--- src/rtl/serial_addsub_ctrl_pkg.sv ---
// rtl/serial_addsub_ctrl_pkg.sv - shared types and constants for the serial add/sub controller
package serial_addsub_ctrl_pkg;

   typedef enum logic [1:0] {
      IDLE = 2'd0,
      RUN  = 2'd1,
      DONE = 2'd2
   } state_t;

   localparam logic OP_ADD    = 1'b1;
   localparam logic OP_SUB    = 1'b0;
   localparam int   W_DEFAULT = 8;

endpackage

--- src/rtl/serial_addsub_ctrl_bit_cell.sv ---
// rtl/serial_addsub_ctrl_bit_cell.sv - 1-bit add/subtract cell (op1 = sum/diff bit, op2 = carry/borrow out)
module addsub_bit_cell
   import serial_addsub_ctrl_pkg::*;
(
   input  logic a,
   input  logic b,
   input  logic cin,
   input  logic en,
   output logic op1,
   output logic op2
);

   assign op1 = a ^ b ^ cin;
   assign op2 = (en == OP_ADD) ? ((a & b) | ((a ^ b) & cin))
                               : ((~a & b) | (~(a ^ b) & cin));

endmodule

--- src/rtl/serial_addsub_ctrl.sv ---
// rtl/serial_addsub_ctrl.sv - two-requester bit-serial add/sub controller; SERIAL_ADDSUB_OVF_EN adds rsp_ovf
module serial_addsub_ctrl
   import serial_addsub_ctrl_pkg::*;
#(
   parameter int W = W_DEFAULT
) (
   input  logic         clk,
   input  logic         rst_n,
   input  logic         req0_valid,
   output logic         req0_ready,
   input  logic [W-1:0] req0_a,
   input  logic [W-1:0] req0_b,
   input  logic         req0_en,
   input  logic         req1_valid,
   output logic         req1_ready,
   input  logic [W-1:0] req1_a,
   input  logic [W-1:0] req1_b,
   input  logic         req1_en,
   output logic         rsp_valid,
   input  logic         rsp_ready,
   output logic         rsp_id,
   output logic [W-1:0] rsp_res,
   output logic         rsp_cb
`ifdef SERIAL_ADDSUB_OVF_EN
   ,
   output logic         rsp_ovf
`endif
);

   localparam int CW = (W > 1) ? $clog2(W) : 1;

   state_t         state;
   logic [CW-1:0]  cnt;
   logic           carry;
   logic [W-1:0]   a_sh;
   logic [W-1:0]   b_sh;
   logic [W-1:0]   res;
   logic           en_r;
   logic           id_r;
   logic           ptr;
   logic           gnt_valid;
   logic           gnt_id;
   logic           accept;
   logic           c_op1;
   logic           c_op2;

   // ptr names the requester preferred on contention; it flips away from each winner
   always_comb begin
      gnt_valid = req0_valid | req1_valid;
      gnt_id    = (req0_valid & req1_valid) ? ptr : req1_valid;
      accept    = (state == IDLE) & gnt_valid;
   end

   assign req0_ready = rst_n & accept & ~gnt_id;
   assign req1_ready = rst_n & accept &  gnt_id;

   // Operands shift right so the cell always sees the current bit at index 0
   addsub_bit_cell u_cell (
      .a   (a_sh[0]),
      .b   (b_sh[0]),
      .cin (carry),
      .en  (en_r),
      .op1 (c_op1),
      .op2 (c_op2)
   );

`ifdef SERIAL_ADDSUB_OVF_EN
   logic ovf_r;
   assign rsp_ovf = ovf_r;
`endif

   always_ff @(posedge clk or negedge rst_n) begin
      if (!rst_n) begin
         state <= IDLE;
         cnt   <= '0;
         carry <= 1'b0;
         a_sh  <= '0;
         b_sh  <= '0;
         res   <= '0;
         en_r  <= 1'b0;
         id_r  <= 1'b0;
         ptr   <= 1'b0;
`ifdef SERIAL_ADDSUB_OVF_EN
         ovf_r <= 1'b0;
`endif
      end else begin
         case (state)
            IDLE: begin
               if (accept) begin
                  a_sh  <= gnt_id ? req1_a  : req0_a;
                  b_sh  <= gnt_id ? req1_b  : req0_b;
                  en_r  <= gnt_id ? req1_en : req0_en;
                  id_r  <= gnt_id;
                  ptr   <= ~gnt_id;
                  carry <= 1'b0;
                  cnt   <= '0;
                  res   <= '0;
`ifdef SERIAL_ADDSUB_OVF_EN
                  ovf_r <= 1'b0;
`endif
                  state <= RUN;
               end
            end
            RUN: begin
               a_sh  <= a_sh >> 1;
               b_sh  <= b_sh >> 1;
               res   <= {c_op1, res[W-1:1]};
               carry <= c_op2;
               cnt   <= cnt + 1'b1;
               if (cnt == CW'(W - 1)) begin
`ifdef SERIAL_ADDSUB_OVF_EN
                  // On the MSB step carry holds the carry into the MSB
                  ovf_r <= (en_r == OP_ADD) ? (carry ^ c_op2)
                                            : ((a_sh[0] ^ b_sh[0]) & (c_op1 ^ a_sh[0]));
`endif
                  state <= DONE;
               end
            end
            DONE: begin
               if (rsp_ready) begin
                  state <= IDLE;
               end
            end
            default: state <= IDLE;
         endcase
      end
   end

   assign rsp_valid = (state == DONE);
   assign rsp_res   = res;
   assign rsp_cb    = carry;
   assign rsp_id    = id_r;

endmodule
--- config.mk ---
export PLATFORM = sky130hd
export DESIGN_NAME = serial_addsub_ctrl
export DESIGN_NICKNAME = d
export VERILOG_FILES = /design/src/rtl/serial_addsub_ctrl_pkg.sv /design/src/rtl/serial_addsub_ctrl_bit_cell.sv /design/src/rtl/serial_addsub_ctrl.sv
export SDC_FILE = /design/constraint.sdc
export NUM_CORES = 1
export LEC_CHECK = 0
export ABC_CLOCK_PERIOD_IN_PS = 1700
export CORE_AREA = 2 2 63 65
export DETAILED_ROUTE_END_ITERATION = 8
export DIE_AREA = 0 0 65 67
export PLACE_DENSITY = 0.87
export RECOVER_POWER = 25
export SETUP_SLACK_MARGIN = 0.4
export SYNTH_ARGS = -nofsm -noshare
export SYNTH_HDL_FRONTEND = slang
export SYNTH_SLANG_ARGS = --single-unit
--- constraint.sdc ---
create_clock -name clk -period 1.7 [get_ports clk]
set_input_delay 0.34 -clock clk [delete_from_list [all_inputs] [get_ports clk]]
set_output_delay 0.34 -clock clk [all_outputs]
set_load 0.01 [all_outputs]
==> results_dict.tcl <==
set metrics [dict create \
    nets 249 \
    num_io_pins 52 \
    drive_gt1_share_pct 21.7 \
    vias 1369 \
    grt_max_degree 34 \
    overflow 0 \
    status "finished clean" \
    port_buffers 51 \
    seqCellArea_sq_um 827 \
    grt_pass1_vias 1418 \
    clk_path_buf_depth 2 \
    synth_compound_area_share_pct 21.6 \
    place_inst 234 \
    vias_per_cell 5.37 \
    grt_pass1_wl_um 6530 \
    r2r_start "state[0]$_DFFE_PN0P_" \
    grt.total_usage_pct 20.0 \
    synth_flop_cell "dfrtp_1" \
    core_sq_um 3610 \
    synthXorXnorAreaFrac_pct 0 \
    critPathSlowestCell "dfrtp_1" \
    fp.dieH_um 67 \
    drc 0 \
    fillers 287 \
    yosysUniqueCellTypes 26 \
    setup_viol 0 \
    drv_slew 0 \
    crit_required_ns 1.36 \
    ys_seq_elements 33 \
    final_hold_viol_count 0 \
    max_stage_delay_ns 0.41 \
    crit_start "state[0]$_DFFE_PN0P_" \
    synth_area_sq_um 1580 \
    area_growth_pct 50.2 \
    powerDensity_nw_per_um2 1580 \
    layout_common_cells "clkdlybuf4s50_1, dfrtp_1, buf_4" \
    yosys_warnings 0 \
    die-area_sq_um 4360 \
    drt-pass1-iter-count 4 \
    path_cells "nor2_2 -> o21a_1 -> and3_4 -> buf_6" \
    postLayoutCellArea_sq_um 2380 \
    syn-num-nets 177 \
    cts_tree "done" \
    p_leak_uw 0.00114 \
    gr-usage-met1_pct 21.9 \
    diodes 0 \
    drtIter0Drc 105 \
    worstMarginPinSlew_ns 0.788 \
    path_class "reg2out" \
    async_flop_share_pct 100 \
    totalWireLength_um 3890 \
    synth-edff-count 0 \
    wl_per_cell_um 15.3 \
    rsz0062_at_grt "yes" \
    num_rows 22 \
    clkSinkCount 33 \
    post-route-util_pct 66.0 \
    period_share_pct 97.8 \
    multi_input_area_sq_um 711 \
    post-dp-hpwl_um 2650 \
    cap_violations 0 \
    ys_seq_area_share_pct 52.1 \
    synth.area.mux_share_pct 9.48 \
    place_area_sq_um 2170 \
    critPathBufInv 1 \
    whs_ns 0.506 \
    initial_utilization_pct 43.9 \
    setup_tns_ns 0 \
    avgSynthCellArea_sq_um 11.8 \
    final_common_cell "clkdlybuf4s50_1" \
    cts-root-buf "clkbuf_8" \
    path_clk_slew_ns 0.07 \
    drtAntennaViolNets 0 \
    min_from "rsp_res[0]$_DFFE_PN0P_" \
    htree_levels 2 \
    use_met2_pct 37.5 \
    clk_latency_ns 0.28 \
    synthSimpleGateAreaFrac_pct 6.40 \
    vdd_drop_max_uv 610 \
    cp-end-kind "output pin" \
    crit_fanout 2 \
    use_met3_pct 5.57 \
    maxSlewHeadroom_pct 47.4 \
    antenna_found_initial 0 \
    max_freq_mhz 602 \
    syn_inst 134 \
    hold_class "reg2reg" \
    synth_top_family_by_area "compound AO/OA/AOI/OAI gates" \
    critPathArrivalTime_ns 1.32 \
    worstSetupStartpointType "flip-flop" \
    fin_skew_ns 0.00802 \
    fin_crit_ns 1.66 \
    grt.busiest_layer "met2" \
    die_w_um 65 \
    crit_family "flip-flops" \
    gp_congestion 0.736 \
    final_cells 255 \
    cts_made_buffers 5 \
    synthAdderAreaFrac_pct 4.11 \
]
## state kept, by name, indices dropped and copies added (netlist names)
signal / flops
a_sh: 8
b_sh: 8
rsp_res: 8
cnt: 3
state: 2
en_r: 1
ptr: 1
rsp_cb: 1
rsp_id: 1
## where the power goes
group	leakage [uW]	switching (uW)	internal, uW
clock	0.0000450	277	283
sequential	0.000423	221	1120
combinational	0.000670	859	995
total	0.00114	1360	2400
## layer usage
layer | vias to the layer above | share of wire [%] | wire, um
met1 | 667 | 39 | 1510
met2 | 54 | 54 | 2110
met4 | 0 | 1.6 | 61
met3 | 8 | 5.3 | 208
li1 | 640 | - | -
met5 | - | 0 | 0
## worst reg2reg max path, delay by kind of cell, from the launching register on
kind            cells  cell delay [ns]
buf+inv             3             0.42
simple gates        2             0.37
compound gates      2             0.17
flops               1             0.41
## Yosys cell counts (all sizes together) (3+ instances only)
cell type | instances | area share (%)
dfrtp | 33 | 52
o21ai | 19 | 6.0
mux2i | 15 | 9.5
a22oi | 14 | 6.6
a22o | 12 | 6.6
buf | 8 | 5.1
nand3 | 6 | 1.9
nand2 | 5 | 1.2
inv | 3 | 0.71
## cell type report
class                   instances  area share [%]
clock buffers                   6            3.05
flip-flops and latches         33            34.8
repair buffers                 74            28.9
clock inverters                 2           0.421
well taps                      48            2.52
inverters                       3           0.473
multi-input cells              89            29.9
## final timing paths
kind / slack [ns] / cells past startpoint / end
setup / recovery: 0.04 / 4 / req0_ready
hold / removal: 0.51 / 1 / rsp_res[0]$_DFFE_PN0P_
setup reg to reg: 0.26 / 7 / b_sh[3]$_DFFE_PN0P_
hold reg to reg: 0.51 / 1 / rsp_res[0]$_DFFE_PN0P_
max in group asynchronous: 0.37 / 2 / rsp_cb$_DFFE_PN0P_
min in group asynchronous: 0.78 / 2 / state[0]$_DFFE_PN0P_
## stage by stage
step / power (uW) / worst slack (ns)
3_5_place_dp: 2940 / -0.445
4_1_cts: 3680 / 0.0855
6_report: 3750 / 0.0379
5_1_grt: 4030 / -0.0380
3_3_place_gp: 2850 / -0.396
2_1_floorplan: 2330 / 0.356
## cell families (layout without fill, tap and decap cells)
logic type / count (synthesis) / count (layout)
AOI/OAI and AO/OA: 50 / 50
adders and majority gates: 4 / 4
buffers and inverters: 13 / 85
DFF: 33 / 33
muxes: 15 / 15
and+or+nand+nor: 19 / 20
## repair_timing
| item | CTS | global route |
|---|---|---|
| gates cloned | 1 | 0 |
| setup buffers | 10 | 2 |
| hold buffers | 0 | 0 |
| endpoints found under the setup margin | 45 | 42 |
| pin swaps | 1 | 1 |
| gates resized for setup | 43 | 10 |
(Power assumes the default switching activity.)
